===== src/rtl/unidad_riesgos_pkg.sv =====
// Shared types for the hazard unit: execution-unit codes, divider FSM states, register-id width.
// Pure declarations; no latency or backpressure of its own.
package unidad_riesgos_pkg;

   localparam int RID_W = 4;

   typedef enum logic [1:0] {
      UNIT_ALU = 2'd0,
      UNIT_LD  = 2'd1,
      UNIT_MUL = 2'd2,
      UNIT_DIV = 2'd3
   } unit_e;

   typedef enum logic {
      DIV_IDLE = 1'b0,
      DIV_BUSY = 1'b1
   } div_state_e;

endpackage


===== src/rtl/unidad_riesgos_if.sv =====
// Decode/completion bundle between the pipeline (master) and the hazard unit (slave).
// Wires only; stall is the backpressure signal back to decode.
interface unidad_riesgos_if #(
   parameter int NREG = 16
);
   import unidad_riesgos_pkg::*;

   logic             id_valid;
   unit_e            id_unit;
   logic             id_we;
   logic [RID_W-1:0] id_rd;
   logic [RID_W-1:0] id_rs1;
   logic [RID_W-1:0] id_rs2;
   logic             id_use_rs1;
   logic             id_use_rs2;
   logic             alu_done;
   logic [RID_W-1:0] alu_Rd;
   logic             ld_done;
   logic [RID_W-1:0] ld_Rd;
   logic             div_done;
   logic             stall;
   logic             issue;
   logic             div_start;
   logic             mul_done;
   logic [RID_W-1:0] mul_Rd;
   logic [RID_W-1:0] div_Rd;
   logic [NREG-1:0]  pending;

   modport master (
      output id_valid, id_unit, id_we, id_rd, id_rs1, id_rs2, id_use_rs1, id_use_rs2,
             alu_done, alu_Rd, ld_done, ld_Rd, div_done,
      input  stall, issue, div_start, mul_done, mul_Rd, div_Rd, pending
   );

   modport slave (
      input  id_valid, id_unit, id_we, id_rd, id_rs1, id_rs2, id_use_rs1, id_use_rs2,
             alu_done, alu_Rd, ld_done, ld_Rd, div_done,
      output stall, issue, div_start, mul_done, mul_Rd, div_Rd, pending
   );

endinterface


===== src/rtl/unidad_riesgos_mul_latency_pipe.sv =====
// Tracks in-flight multiplies: valid/we/rd shift register, out exactly MUL_LAT cycles after in.
// No backpressure; accepts one entry per cycle.
module mul_latency_pipe
   import unidad_riesgos_pkg::*;
#(
   parameter int MUL_LAT = 3
) (
   input  logic             clk,
   input  logic             rst,
   input  logic             in_vld,
   input  logic             in_we,
   input  logic [RID_W-1:0] in_rd,
   output logic             out_vld,
   output logic             out_we,
   output logic [RID_W-1:0] out_rd
);

   logic [MUL_LAT-1:0] vld_q, vld_d;
   logic [MUL_LAT-1:0] we_q, we_d;
   logic [RID_W-1:0]   rd_q [MUL_LAT];
   logic [RID_W-1:0]   rd_d [MUL_LAT];

   always_comb begin
      vld_d    = '0;
      we_d     = '0;
      vld_d[0] = in_vld;
      we_d[0]  = in_vld && in_we;
      rd_d[0]  = in_vld ? in_rd : '0;
      for (int i = 1; i < MUL_LAT; i++) begin
         vld_d[i] = vld_q[i-1];
         we_d[i]  = we_q[i-1];
         rd_d[i]  = rd_q[i-1];
      end
   end

   always_ff @(posedge clk or posedge rst) begin
      if (rst) begin
         vld_q <= '0;
         we_q  <= '0;
         for (int i = 0; i < MUL_LAT; i++) rd_q[i] <= '0;
      end else begin
         vld_q <= vld_d;
         we_q  <= we_d;
         for (int i = 0; i < MUL_LAT; i++) rd_q[i] <= rd_d[i];
      end
   end

   assign out_vld = vld_q[MUL_LAT-1];
   assign out_we  = we_q[MUL_LAT-1];
   assign out_rd  = rd_q[MUL_LAT-1];

endmodule


===== src/rtl/unidad_riesgos.sv =====
// Register scoreboard + RAW/WAW/structural hazard detection + divider FSM; stall/issue are combinational.
// Backpressure: stall holds decode; completions free registers at the next edge.
module unidad_riesgos
   import unidad_riesgos_pkg::*;
#(
   parameter int MUL_LAT = 3,
   parameter int NREG    = 16
) (
   input  logic clk,
   input  logic rst,
   unidad_riesgos_if.slave bus
);

   function automatic logic [NREG-1:0] onehot(input logic [RID_W-1:0] id);
      logic [NREG-1:0] v;
      for (int i = 0; i < NREG; i++) v[i] = (id == RID_W'(i));
      return v;
   endfunction

   div_state_e       div_state_q, div_state_d;
   logic [RID_W-1:0] div_rd_q, div_rd_d;
   logic             div_we_q, div_we_d;
   logic [NREG-1:0]  pending_q, pending_d;
   logic [NREG-1:0]  clr;
   logic             raw1, raw2, waw, struct_h;
   logic             stall, issue;
   logic             mul_vld, mul_we;
   logic [RID_W-1:0] mul_rd;

   always_comb begin
      clr = '0;
      if (bus.alu_done)    clr = clr | onehot(bus.alu_Rd);
      if (bus.ld_done)     clr = clr | onehot(bus.ld_Rd);
      if (mul_vld && mul_we) clr = clr | onehot(mul_rd);
      // A div_done seen while IDLE belongs to an abandoned operation.
      if (bus.div_done && div_state_q == DIV_BUSY && div_we_q)
         clr = clr | onehot(div_rd_q);

      raw1     = bus.id_use_rs1 && (|(pending_q & ~clr & onehot(bus.id_rs1)));
      raw2     = bus.id_use_rs2 && (|(pending_q & ~clr & onehot(bus.id_rs2)));
      waw      = bus.id_we && (|(pending_q & onehot(bus.id_rd)));
      struct_h = (bus.id_unit == UNIT_DIV) && (div_state_q == DIV_BUSY);
      stall    = bus.id_valid && (raw1 || raw2 || waw || struct_h);
      issue    = bus.id_valid && !stall;

      pending_d = pending_q & ~clr;
      if (issue && bus.id_we) pending_d = pending_d | onehot(bus.id_rd);

      div_state_d = div_state_q;
      div_rd_d    = div_rd_q;
      div_we_d    = div_we_q;
      case (div_state_q)
         DIV_IDLE: if (issue && bus.id_unit == UNIT_DIV) begin
            div_state_d = DIV_BUSY;
            div_rd_d    = bus.id_rd;
            div_we_d    = bus.id_we;
         end
         DIV_BUSY: if (bus.div_done) div_state_d = DIV_IDLE;
         default:  div_state_d = DIV_IDLE;
      endcase
   end

   always_ff @(posedge clk or posedge rst) begin
      if (rst) begin
         div_state_q <= DIV_IDLE;
         div_rd_q    <= '0;
         div_we_q    <= 1'b0;
         pending_q   <= '0;
      end else begin
         div_state_q <= div_state_d;
         div_rd_q    <= div_rd_d;
         div_we_q    <= div_we_d;
         pending_q   <= pending_d;
      end
   end

   mul_latency_pipe #(.MUL_LAT(MUL_LAT)) u_mul_pipe (
      .clk     (clk),
      .rst     (rst),
      .in_vld  (issue && bus.id_unit == UNIT_MUL),
      .in_we   (bus.id_we),
      .in_rd   (bus.id_rd),
      .out_vld (mul_vld),
      .out_we  (mul_we),
      .out_rd  (mul_rd)
   );

   assign bus.stall     = stall;
   assign bus.issue     = issue;
   assign bus.div_start = issue && (bus.id_unit == UNIT_DIV) && !rst;
   assign bus.mul_done  = mul_vld;
   assign bus.mul_Rd    = mul_rd;
   assign bus.div_Rd    = div_rd_q;
   assign bus.pending   = pending_q;

endmodule


===== src/flat_wrapper.sv =====
// flat-port wrapper written by rule: the top's interface ports become plain ports
module unidad_riesgos_flat import unidad_riesgos_pkg::*;
#(
   parameter int MUL_LAT = 3,
   parameter int NREG    = 16
)
  (clk, rst, bus_id_valid, bus_id_unit, bus_id_we, bus_id_rd, bus_id_rs1, bus_id_rs2, bus_id_use_rs1, bus_id_use_rs2, bus_alu_done, bus_alu_Rd, bus_ld_done, bus_ld_Rd, bus_div_done, bus_stall, bus_issue, bus_div_start, bus_mul_done, bus_mul_Rd, bus_div_Rd, bus_pending);
  unidad_riesgos_if #(.NREG(NREG)) bus_i ();
  input  logic clk;
  input  logic rst;
  input wire logic [$bits(bus_i.id_valid)-1:0] bus_id_valid;
  input wire logic [$bits(bus_i.id_unit)-1:0] bus_id_unit;
  input wire logic [$bits(bus_i.id_we)-1:0] bus_id_we;
  input wire logic [$bits(bus_i.id_rd)-1:0] bus_id_rd;
  input wire logic [$bits(bus_i.id_rs1)-1:0] bus_id_rs1;
  input wire logic [$bits(bus_i.id_rs2)-1:0] bus_id_rs2;
  input wire logic [$bits(bus_i.id_use_rs1)-1:0] bus_id_use_rs1;
  input wire logic [$bits(bus_i.id_use_rs2)-1:0] bus_id_use_rs2;
  input wire logic [$bits(bus_i.alu_done)-1:0] bus_alu_done;
  input wire logic [$bits(bus_i.alu_Rd)-1:0] bus_alu_Rd;
  input wire logic [$bits(bus_i.ld_done)-1:0] bus_ld_done;
  input wire logic [$bits(bus_i.ld_Rd)-1:0] bus_ld_Rd;
  input wire logic [$bits(bus_i.div_done)-1:0] bus_div_done;
  output wire logic [$bits(bus_i.stall)-1:0] bus_stall;
  output wire logic [$bits(bus_i.issue)-1:0] bus_issue;
  output wire logic [$bits(bus_i.div_start)-1:0] bus_div_start;
  output wire logic [$bits(bus_i.mul_done)-1:0] bus_mul_done;
  output wire logic [$bits(bus_i.mul_Rd)-1:0] bus_mul_Rd;
  output wire logic [$bits(bus_i.div_Rd)-1:0] bus_div_Rd;
  output wire logic [$bits(bus_i.pending)-1:0] bus_pending;
  assign bus_i.id_valid = bus_id_valid;
  assign bus_i.id_unit = bus_id_unit;
  assign bus_i.id_we = bus_id_we;
  assign bus_i.id_rd = bus_id_rd;
  assign bus_i.id_rs1 = bus_id_rs1;
  assign bus_i.id_rs2 = bus_id_rs2;
  assign bus_i.id_use_rs1 = bus_id_use_rs1;
  assign bus_i.id_use_rs2 = bus_id_use_rs2;
  assign bus_i.alu_done = bus_alu_done;
  assign bus_i.alu_Rd = bus_alu_Rd;
  assign bus_i.ld_done = bus_ld_done;
  assign bus_i.ld_Rd = bus_ld_Rd;
  assign bus_i.div_done = bus_div_done;
  assign bus_stall = bus_i.stall;
  assign bus_issue = bus_i.issue;
  assign bus_div_start = bus_i.div_start;
  assign bus_mul_done = bus_i.mul_done;
  assign bus_mul_Rd = bus_i.mul_Rd;
  assign bus_div_Rd = bus_i.div_Rd;
  assign bus_pending = bus_i.pending;
  unidad_riesgos #(.MUL_LAT(MUL_LAT), .NREG(NREG)) u_core (.clk(clk), .rst(rst), .bus(bus_i));
endmodule

===== config.mk =====
export PLATFORM = sky130hd
export DESIGN_NAME = unidad_riesgos_flat
export DESIGN_NICKNAME = d
export VERILOG_FILES = /design/src/rtl/unidad_riesgos_pkg.sv /design/src/rtl/unidad_riesgos_if.sv /design/src/rtl/unidad_riesgos_mul_latency_pipe.sv /design/src/rtl/unidad_riesgos.sv /design/src/flat_wrapper.sv
export SDC_FILE = /design/constraint.sdc
export NUM_CORES = 1
export LEC_CHECK = 0
export ABC_AREA = 0
export CAP_MARGIN = 10
export CORE_ASPECT_RATIO = 1.25
export CORE_MARGIN = 3
export CORE_UTILIZATION = 30
export CTS_CLUSTER_SIZE = 8
export DETAILED_ROUTE_END_ITERATION = 6
export GPL_TIMING_DRIVEN = 0
export SLEW_MARGIN = 40
export SYNTH_ARGS = -nofsm -noshare
export SYNTH_HDL_FRONTEND = slang
export SYNTH_HIERARCHICAL = 1
export SYNTH_SLANG_ARGS = --single-unit

===== constraint.sdc =====
create_clock -name clk -period 5.33 [get_ports clk]
set_clock_uncertainty 0.1 [all_clocks]
set_input_delay 1.3325 -clock clk [delete_from_list [all_inputs] [get_ports clk]]
set_output_delay 1.3325 -clock clk [all_outputs]
set_load 0.01 [all_outputs]

==> results of run 1 <==
path summary, 6_finish.rpt:
kind / start / endpoint / slack, ns / depth (start not counted)
setup / recovery: bus_alu_Rd[3] / bus_stall / 0.09 / 11
hold / removal: u_core/u_mul_pipe/rd_d[6]$_DFF_PP0_ / u_core/u_mul_pipe/rd_d[2]$_DFF_PP0_ / 0.24 / 0
setup reg to reg: u_core/bus.div_Rd[2]$_DFFE_PP0P_ / u_core/bus.pending[13]$_DFF_PP0_ / 1.90 / 12
hold reg to reg: u_core/u_mul_pipe/rd_d[6]$_DFF_PP0_ / u_core/u_mul_pipe/rd_d[2]$_DFF_PP0_ / 0.24 / 0
max in group asynchronous: rst / u_core/u_mul_pipe/vld_q[0]$_DFF_PP0_ / 3.25 / 2
min in group asynchronous: rst / u_core/bus.pending[10]$_DFF_PP0_ / 1.40 / 2
power by group:
group | switching [uW] | internal, uW | total, uW
Combinational | 203 | 172 | 374
Clock | 110 | 141 | 251
Sequential | 39.1 | 337 | 376
Total | 352 | 649 | 1000
per-layer routing:
metal,GRT usage [%],up-vias,wire length (um)
met5,0,-,0
li1,-,1249,-
met3,2.99,29,714
met2,31.0,154,4780
met4,6.95,0,420
met1,26.8,1351,3930
cell type report:
cell class / instances / area, um2
Inverter: 12 / 45.0
Tap cell: 117 / 146
Multi-Input combinational cell: 211 / 1800
Sequential cell: 40 / 1000
Timing Repair Buffer: 72 / 659
Buffer: 10 / 61.3
Clock inverter: 3 / 46.3
Fill cell: 810 / 4550
Clock buffer: 5 / 68.8
stage by stage:
step / area, um2 / hold slack (ns) / setup TNS, ns
global route: 3830 / 0.248 / -0.0265
floorplan: 2630 / 0.231 / 0
CTS: 3750 / 0.247 / 0
global placement: 3350 / 0.234 / -2.39
finish: 3830 / 0.243 / 0
detailed placement: 3350 / 0.235 / -2.38
layout by cell type (no fill, tap or decap), types with 4 or more instances in the layout:
master	instances
nor4_1	7
nor3_1	15
clkbuf_2	4
nor2_1	12
and2_1	6
o22ai_1	8
buf_4	15
a21oi_1	4
nor4_2	4
dlygate4sd2_1	11
o21ai_0	10
or3_4	6
or3_1	5
mux2_2	5
nand2b_4	6
nand2_1	18
o221ai_2	6
o41ai_2	7
o41ai_1	10
nand2b_1	8
nor3_2	5
nand3b_1	4
inv_1	10
clkbuf_8	5
clkdlybuf4s50_1	43
o221ai_1	4
dfrtp_1	40
synth_stat cells, types with 2 or more instances:
master | number | area (um2)
dfrtp_1 | 40 | 1000
nor3_1 | 21 | 105
nand2_1 | 18 | 67.6
nand2b_1 | 15 | 93.8
nor2_1 | 12 | 45.0
nor4_1 | 12 | 75.1
inv_1 | 11 | 41.3
or3_1 | 11 | 68.8
o21ai_0 | 10 | 50.1
o221ai_1 | 10 | 87.6
o41ai_1 | 10 | 87.6
clkbuf_1 | 8 | 30.0
o22ai_1 | 8 | 50.1
o41ai_2 | 7 | 114
and2_1 | 6 | 37.5
mux2_2 | 5 | 56.3
a21oi_1 | 4 | 20.0
nand3b_1 | 4 | 30.0
a211oi_1 | 3 | 22.5
nand3_1 | 3 | 15.0
nor2b_1 | 3 | 18.8
nor4b_1 | 3 | 26.3
o32ai_1 | 3 | 26.3
or2_2 | 3 | 18.8
or3b_2 | 3 | 26.3
a221oi_1 | 2 | 17.5
a311o_1 | 2 | 20.0
clkbuf_2 | 2 | 10.0
mux2i_1 | 2 | 20.0
nand4b_1 | 2 | 17.5
o211ai_1 | 2 | 15.0
cell families after synthesis:
group	Yosys count
flops	40
mux	8
buf+inv	24
simple gates	131
compound gates	72
critical path: stages:
cell and delay, ns:
dlygate4sd2_1 0.27, nand3b_1 0.24, o22ai_1 0.11, or3_4 0.42, mux4_2 0.51, a211oi_4 0.29
nor4_4 0.07, buf_4 0.15, buf_4 0.13, a21oi_1 0.14, buf_2 0.15
timing repair:
item,CTS,global route
cloned,0,0
endpoints found under the hold margin,0,0
pin swaps,14,4
buffers inserted,13,1
gates resized for setup,63,27
endpoints found under the setup margin,3,3
state kept, by name (all words and copies together), names as in the netlist:
register / flops
u_core/div_state_q: 1
u_core/u_mul_pipe/out_rd: 4
u_core/bus.pending: 16
u_core/div_we_q: 1
u_core/u_mul_pipe/we_q: 3
u_core/bus.div_Rd: 4
u_core/u_mul_pipe/vld_q: 3
u_core/u_mul_pipe/rd_d: 8
==> metrics.txt, run 1 <==
DIE AREA=9920 um2; CP Class=input port to primary output; largest net degree at the start of global routing=23; dpl cells=450; Synth async-reset ratio=100%; vias in the first global route=2666; final hold vios=0; CP max FO=4; via count=2783; Reg clk slew, reported paths=0.08 ns; Worst EP required=3.90 ns; IO buf count=58; DRT Wirelength=9840 um; main combinational cell family by area after synthesis=simple AND/OR/NAND/NOR gates; CTS root buffer=clkbuf_8; Slew HR=57.3%; cts bufs inserted=5; Total GRT Usage=19.6%; final slew viol count=0; Tot Pwr=1000 uW; Crit path arrival time=3.81 ns; share of cells above drive strength 1=28.9%; htree depth=2; Post-Synth Simple-Gate Area=30.7%; Synth warnings=6; post-synthesis mux area share=3.76%; pwr dens=262 nW/um2; initial antenna violation count=0; clock sink count=40; starting density of the core=31.3%; cts hold-fix bufs=0; DR iter-0 viols=185; Synth Net Count=306; antenna-violating nets left=0; Max Clk Rate=0.191 GHz; Synth Area in Compound Gates=23.5%; Pre-antenna DRT Iters=5; ys flop type=dfrtp_1; core footprint=8380 um2; gpl congestion=0.964; Post-Synth XOR/XNOR Area=0%; Final Non-Filler Cells=470; pre-CTS setup slack=-0.993 ns; post-route setup slack=0.0890 ns; crit end category=primary output; Clk Latency, worst-skew pair=0.30 ns; max_cap viols=0; clock buffer depth=2; fin nets=383; Ant. Diodes=0; Avg Cell Area, Syn=9.55 um2; final core area utilization=45.7%; vias per std cell=5.92; Worst Tran Pin Value=0.640 ns; Adder-Cell Fraction of Synth Area=0%; worst vdd ir=0.154 mV; total gr overflow=0; fin crit period=5.24 ns; post-synthesis sequential area ratio=38.1%; Vert. Die Dim=111 um; Synth cell types=61; Leak=0.00144 uW; HP Class=flip-flop to flip-flop; first-pass GRT wire length=14800 um; outcome=completed; Die W=89.7 um; Final setup viols=0; Top Ports=59; ratio of final minimum period to clock period=98.3%; Area growth syn-to-layout=45.7%; crit start category=input port; Post-synth EDFFs=0; FF+latch count, synth=40; std cell rows=37; drt wl/cell=20.9 um; CTS tree=built; Gate Count Post-Synth=275; DR DRC count=0; dpl hpwl=7400 um; Mapped Area=2630 um2
No activity file was read; power rests on OpenSTA's default activity.
==> run 2: changes to the inputs <==
--- a/config.mk
+++ b/config.mk
@@ -13,7 +13,7 @@
 export CTS_CLUSTER_SIZE = 8
 export DETAILED_ROUTE_END_ITERATION = 6
 export GPL_TIMING_DRIVEN = 0
-export SLEW_MARGIN = 40
+export SLEW_MARGIN = 0
 export SYNTH_ARGS = -nofsm -noshare
 export SYNTH_HDL_FRONTEND = slang
 export SYNTH_HIERARCHICAL = 1
==> run 2 against run 1 <==
Against the previous run:
- design area is the same
- wire length up 0.13%
- via count is 0.65% lower
- maximum frequency is essentially flat
- register-to-register slack is essentially flat
- sequential power about the same
- cell count unchanged
- critical path type unchanged
- largest cell class unchanged
- largest power group unchanged
==> metrics.txt, run 2 (same netlist as run 1, synthesis figures left out) <==
total gr overflow=0 (unchanged); most frequent cells in the layout=43 x clkdlybuf4s50_1, 40 x dfrtp_1, 18 x nand2_1, 15 x nor3_1, 15 x buf_4; largest net degree at the start of global routing=23 (unchanged); DR iter-0 viols=185 (unchanged); htree depth=2 (unchanged); R2R Path End=u_core/bus.pending[13]$_DFF_PP0_; DR DRC count=0 (unchanged); cts bufs inserted=5 (unchanged); Ant. Diodes=0 (unchanged); outcome=completed; DIE AREA=9920 um2 (unchanged); share of cells above drive strength 1=28.6% (-0.28 points); first-pass GRT wire length=14800 um (about the same); Clk Latency, worst-skew pair=0.30 ns (about the same); starting density of the core=31.3% (unchanged); Die W=89.7 um (unchanged); final hold vios=0 (unchanged); via count=2765 (-0.65%); CP max FO=4 (unchanged); RR Startpoint=u_core/bus.div_Rd[3]$_DFFE_PP0P_; drt wl/cell=21.0 um (+0.13%); post-route setup slack=0.0872 ns (-0.00172 ns); Pre-antenna DRT Iters=5 (unchanged); Tot Pwr=1000 uW (about the same); fin crit period=5.24 ns (+0.00172 ns); crit start category=input port; Total GRT Usage=19.6% (about the same); Area after DPL=3350 um2 (unchanged); Final Non-Filler Cells=470 (unchanged); Worst R2R Path Depth=13 (+1); most common cell after layout, fill and taps aside=clkdlybuf4s50_1; Max Clk Rate=0.191 GHz (about the same); crit end category=primary output; DRT Wirelength=9850 um (+0.13%); Largest register FFs=16 (unchanged); Leak=0.00144 uW (about the same); Vert. Die Dim=111 um (unchanged); core footprint=8380 um2 (unchanged); final instance area=3830 um2 (unchanged); vias in the first global route=2665 (-0.038%); HP Class=flip-flop to flip-flop; pre-CTS setup slack=-0.993 ns (unchanged); Reg clk slew, reported paths=0.08 ns (about the same); Worst EP required=3.90 ns (about the same); Final setup viols=0 (unchanged); CTS tree=built; CP endpoint=bus_stall; max_cap viols=0 (unchanged); Worst Tran Pin Value=0.871 ns (+0.231 ns); IO buf count=58 (unchanged); dpl cells=450 (unchanged); clock sink count=40 (unchanged); Area growth syn-to-layout=45.7% (unchanged); Top Ports=59 (unchanged); final slew viol count=0 (unchanged); CP Class=input port to primary output; vias per std cell=5.88 (-0.65%); CTS root buffer=clkbuf_8; Hold Crit Start=u_core/u_mul_pipe/rd_d[6]$_DFF_PP0_; Reg2Reg Setup Slack=1.89 ns (about the same); std cell rows=37 (unchanged); Crit path arrival time=3.81 ns (about the same); Slew HR=41.9% (-15 points); worst vdd ir=0.154 mV (about the same); initial antenna violation count=0 (unchanged); ratio of final minimum period to clock period=98.4% (about the same); pwr dens=262 nW/um2 (about the same); Setup crit start=bus_ld_Rd[2]; gpl congestion=0.964 (unchanged); clock buffer depth=2 (unchanged); fin nets=383 (unchanged); dpl hpwl=7400 um (about the same); worst hold slack=0.242 ns (-0.000412 ns); antenna-violating nets left=0 (unchanged)
## run 2: cell count changes in the layout (fill, tap and decap cells not counted)
cell,change
inv_1,+1
inv_2,-1
## run 2: worst min path at each step
stage	depth (start not counted)	slack [ns]	endpoint
final	0	0.24	u_core/u_mul_pipe/rd_d[2]$_DFF_PP0_
after global routing	0	0.25	u_core/u_mul_pipe/rd_d[2]$_DFF_PP0_
after CTS	0	0.25	u_core/u_mul_pipe/rd_d[2]$_DFF_PP0_
after detailed placement	0	0.23	u_core/u_mul_pipe/rd_d[0]$_DFF_PP0_
after global placement	0	0.23	u_core/u_mul_pipe/rd_d[2]$_DFF_PP0_
after floorplan	0	0.23	u_core/u_mul_pipe/out_rd[0]$_DFF_PP0_
## run 2: area by class of cell
class                           instances  area (um2)
Tap cell                              117         146
Sequential cell                        40        1000
Clock inverter                          3        46.3
Multi-Input combinational cell        211        1800
Inverter                               12        45.0
Timing Repair Buffer                   72         659
Clock buffer                            5        68.8
Buffer                                 10        61.3
Fill cell                             810        4550
## run 2: stage by stage
step | utilization (%) | TNS [ns]
floorplan | - | 0
global placement | 40.0 | -2.39
detailed placement | 40.0 | -2.38
CTS | 44.8 | 0
global route | 45.7 | -0.0265
finish | 45.7 | 0
## run 2: timing repair
item	4_1_cts	5_1_grt
pin swaps	14	4
hold buffers	0	0
setup buffers	13	1
gates resized for setup	63	27
setup endpoints to repair	3	3
## run 2: where the power goes
| part | switching (uW) | internal (uW) | total [uW] | leakage (uW) |
|---|---|---|---|---|
| registers | 39.2 | 337 | 376 | 0.000537 |
| clock network | 110 | 141 | 251 | 0.0000548 |
| logic | 203 | 171 | 374 | 0.000845 |
| total | 352 | 649 | 1000 | 0.00144 |
## run 2: metal layers
metal	part of all wire [%]	wire (um)	vias up	GRT usage [%]
met4	3.8	376	0	6.95
met1	40	3950	1353	26.8
li1	-	-	1248	-
met5	0	0	-	0
met2	49	4830	140	31.0
met3	7.1	695	24	2.99
## run 2: critical path, stage by stage
cell,delay (ns)
dlygate4sd2_1,0.27
nand3b_1,0.25
o221ai_2,0.16
or3_4,0.42
or3b_2,0.49
a311oi_2,0.35
o31ai_4,0.11
buf_4,0.16
a21oi_1,0.12
buf_2,0.15
==> run 3: changes to the inputs <==
--- a/config.mk
+++ b/config.mk
@@ -13,6 +13,7 @@
 export CTS_CLUSTER_SIZE = 8
 export DETAILED_ROUTE_END_ITERATION = 6
 export GPL_TIMING_DRIVEN = 0
+export MAX_ROUTING_LAYER = met4
 export SLEW_MARGIN = 0
 export SYNTH_ARGS = -nofsm -noshare
 export SYNTH_HDL_FRONTEND = slang
==> run 3 against run 2 <==
Against the previous run:
- wire length is 1.4% lower
- register-to-register slack gained 0.13 ns
- critical path depth is the same
- maximum frequency up 0.45%
- count of clock-buffer cells in the layout did not move
- first-iteration DRC count grew 6.5%
- setup slack better by 0.023 ns
- clock power shrank 4%
- worst hold slack worse by 0.0029 ns
- global-route usage is 0.54 points higher
- critical endpoint unchanged
==> metrics.txt, run 3 (same netlist as run 1, synthesis figures left out) <==
Multi-input gate area=1780 um2 (-0.97%); post-route setup slack=0.111 ns (+0.0235 ns); antenna-violating nets left=0 (unchanged); core footprint=8380 um2 (unchanged); final hold vios=0 (unchanged); clock sink count=40 (unchanged); gpl congestion=0.992 (+2.9%); DR iter-0 viols=197 (+6.5%); most common cell after layout, fill and taps aside=clkdlybuf4s50_1; max_cap viols=0 (unchanged); CTS root buffer=clkbuf_8; Crit path arrival time=3.79 ns (-0.02 ns); R2R Path End=u_core/bus.pending[13]$_DFF_PP0_; Top Ports=59 (unchanged); Max Clk Rate=0.192 GHz (+0.45%); vias per std cell=5.83 (-0.96%); fin crit period=5.22 ns (-0.0235 ns); vias in the first global route=2701 (+1.4%); Worst EP required=3.90 ns (about the same); RR Startpoint=u_core/bus.div_Rd[3]$_DFFE_PP0P_; final core area utilization=45.1% (-0.57 points); Worst Hold End=u_core/u_mul_pipe/vld_q[1]$_DFF_PP0_; cts hold-fix bufs=0 (unchanged); crit-path cells=dlygate4sd2_1, or3b_4, o21ai_0, nor3_1, a221oi_2, nor4_2, nor4_4, buf_4, a21oi_1, buf_2; max incr delay on CP=0.59 ns (+0.10 ns); crit end category=primary output; Clk Latency, worst-skew pair=0.29 ns (about the same); Largest register FFs=16 (unchanged); DR DRC count=0 (unchanged); CP Class=input port to primary output; Worst Path Buf+Inv=3 (unchanged); Final setup viols=0 (unchanged); fin nets=380 (-0.78%); GR Util met2=30.4% (-0.59 points); M3 GR Usage=2.69% (-0.30 points); worst vdd ir=0.135 mV (-13%); pre-CTS setup slack=-1.01 ns (-0.0161 ns); most frequent cells in the layout=43 x clkdlybuf4s50_1, 40 x dfrtp_1, 18 x nand2_1, 17 x nor3_1, 12 x nor2_1; Leak=0.00141 uW (-1.6%); Pre-antenna DRT Iters=4 (-1); Crit path max-delay family=simple AND/OR/NAND/NOR gates; clock buffer depth=2 (unchanged); Die W=89.7 um (unchanged); cts bufs inserted=5 (unchanged); dpl hpwl=7340 um (-0.78%); outcome=completed; HP Class=flip-flop to flip-flop; Worst Tran Pin Value=0.916 ns (+0.0453 ns); Area growth syn-to-layout=43.9%; CP max-delay cell=nor3_1; CTS tree=built; largest net degree at the start of global routing=23 (unchanged); RSZ-0062 raised after global routing=false; critical path depth=10 (unchanged); Hold Crit Start=u_core/u_mul_pipe/vld_q[0]$_DFF_PP0_; Slew HR=38.9% (-3.0 points); pwr dens=260 nW/um2 (-0.69%); Final Non-Filler Cells=467 (-0.64%); final slew viol count=0 (unchanged); share of cells above drive strength 1=26.0% (-2.6 points); DRT Wirelength=9720 um (-1.4%); Worst R2R Path Depth=11 (-2); Reg2Reg Setup Slack=2.02 ns (+0.13 ns); # fillers=804 (-0.74%); initial antenna violation count=0 (unchanged); Reg clk slew, reported paths=0.08 ns (about the same); CP max FO=4 (unchanged); std cell rows=37 (unchanged); drt wl/cell=20.8 um (-0.75%); ratio of final minimum period to clock period=97.9% (-0.44 points); starting density of the core=31.3% (unchanged); first-pass GRT wire length=14900 um (+1.1%); Vert. Die Dim=111 um (unchanged); global routing's busiest layer=met2; via count=2721 (-1.6%); Total GRT Usage=20.2% (+0.54 points); met1 Track Usage GR=28.0% (+1.2 points); IO buf count=58 (unchanged); DIE AREA=9920 um2 (unchanged); Ant. Diodes=0 (unchanged); WHS Path Cells=0 (unchanged); htree depth=2 (unchanged); crit start category=input port; dpl cells=450 (unchanged); total gr overflow=0 (unchanged); Storage cell area=1000 um2 (unchanged)
[run 3: cell count changes in the layout (fill, tap and decap cells not counted), moves of 2 or more]
cell / delta
buf_4: -4
nand3_1: +2
nand3_2: -2
o221ai_2: -3
clkbuf_4: +2
nor3_1: +2
buf_6: -2
o221ai_4: +2
[run 3: per-stage QoR]
step / area (um2) / hold WS, ns / total power, uW / TNS [ns]
2_1_floorplan: 2630 / 0.231 / 538 / 0
4_1_cts: 3750 / 0.247 / 978 / 0
3_3_place_gp: 3350 / 0.234 / 695 / -2.44
3_5_place_dp: 3350 / 0.235 / 693 / -2.40
6_report: 3780 / 0.239 / 981 / 0
5_1_grt: 3780 / 0.257 / 1020 / 0
[run 3: layout make-up]
cell class	instances	area share (%)
Tap cell	117	3.87
Clock buffer	5	1.82
Timing Repair Buffer	69	17.0
Inverter	12	1.19
Buffer	10	1.36
Multi-Input combinational cell	211	47.1
Sequential cell	40	26.5
Clock inverter	3	1.13
[run 3: how the worst max path moves through the flow]
stage	startpoint	end	slack [ns]
floorplan	bus_id_rd[3]	bus_div_start	0.41
detailed placement	bus_id_rd[3]	bus_div_start	-1.01
CTS	bus_id_rd[3]	bus_issue	0.0009
global placement	bus_id_rd[3]	bus_div_start	-1.01
global route	bus_ld_Rd[3]	bus_issue	0.01
finish	bus_ld_done	bus_stall	0.11
[run 3: repair_timing]
| item | CTS | global route |
|---|---|---|
| endpoints found under the hold margin | 0 | 0 |
| resized for setup | 66 | 12 |
| pin swaps | 14 | 2 |
| endpoints found under the setup margin | 3 | 3 |
| buffers inserted | 11 | 0 |
[run 3: worst register-to-register path, cell delays in order (launching register included)]
cell and delay [ns]:
dfrtp_1 0.39, clkbuf_2 0.20, nand2b_1 0.25, nor3_1 0.26
nor3_2 0.16, a2111oi_2 0.46, a211oi_4 0.10, nor4_4 0.35
nand2_4 0.13, buf_4 0.20, buf_4 0.18, o41ai_1 0.40
[run 3: metal layers]
layer,routed length [um],up-vias,share of wire (%)
met4,302,0,3.1
met1,4130,1319,43
met3,683,21,7.0
met5,0,-,0
li1,-,1240,-
met2,4600,141,47
[run 3: where the power goes]
part	internal, uW	total [uW]	switching [uW]
registers	337	377	39.9
logic	166	364	197
clock network	138	241	103
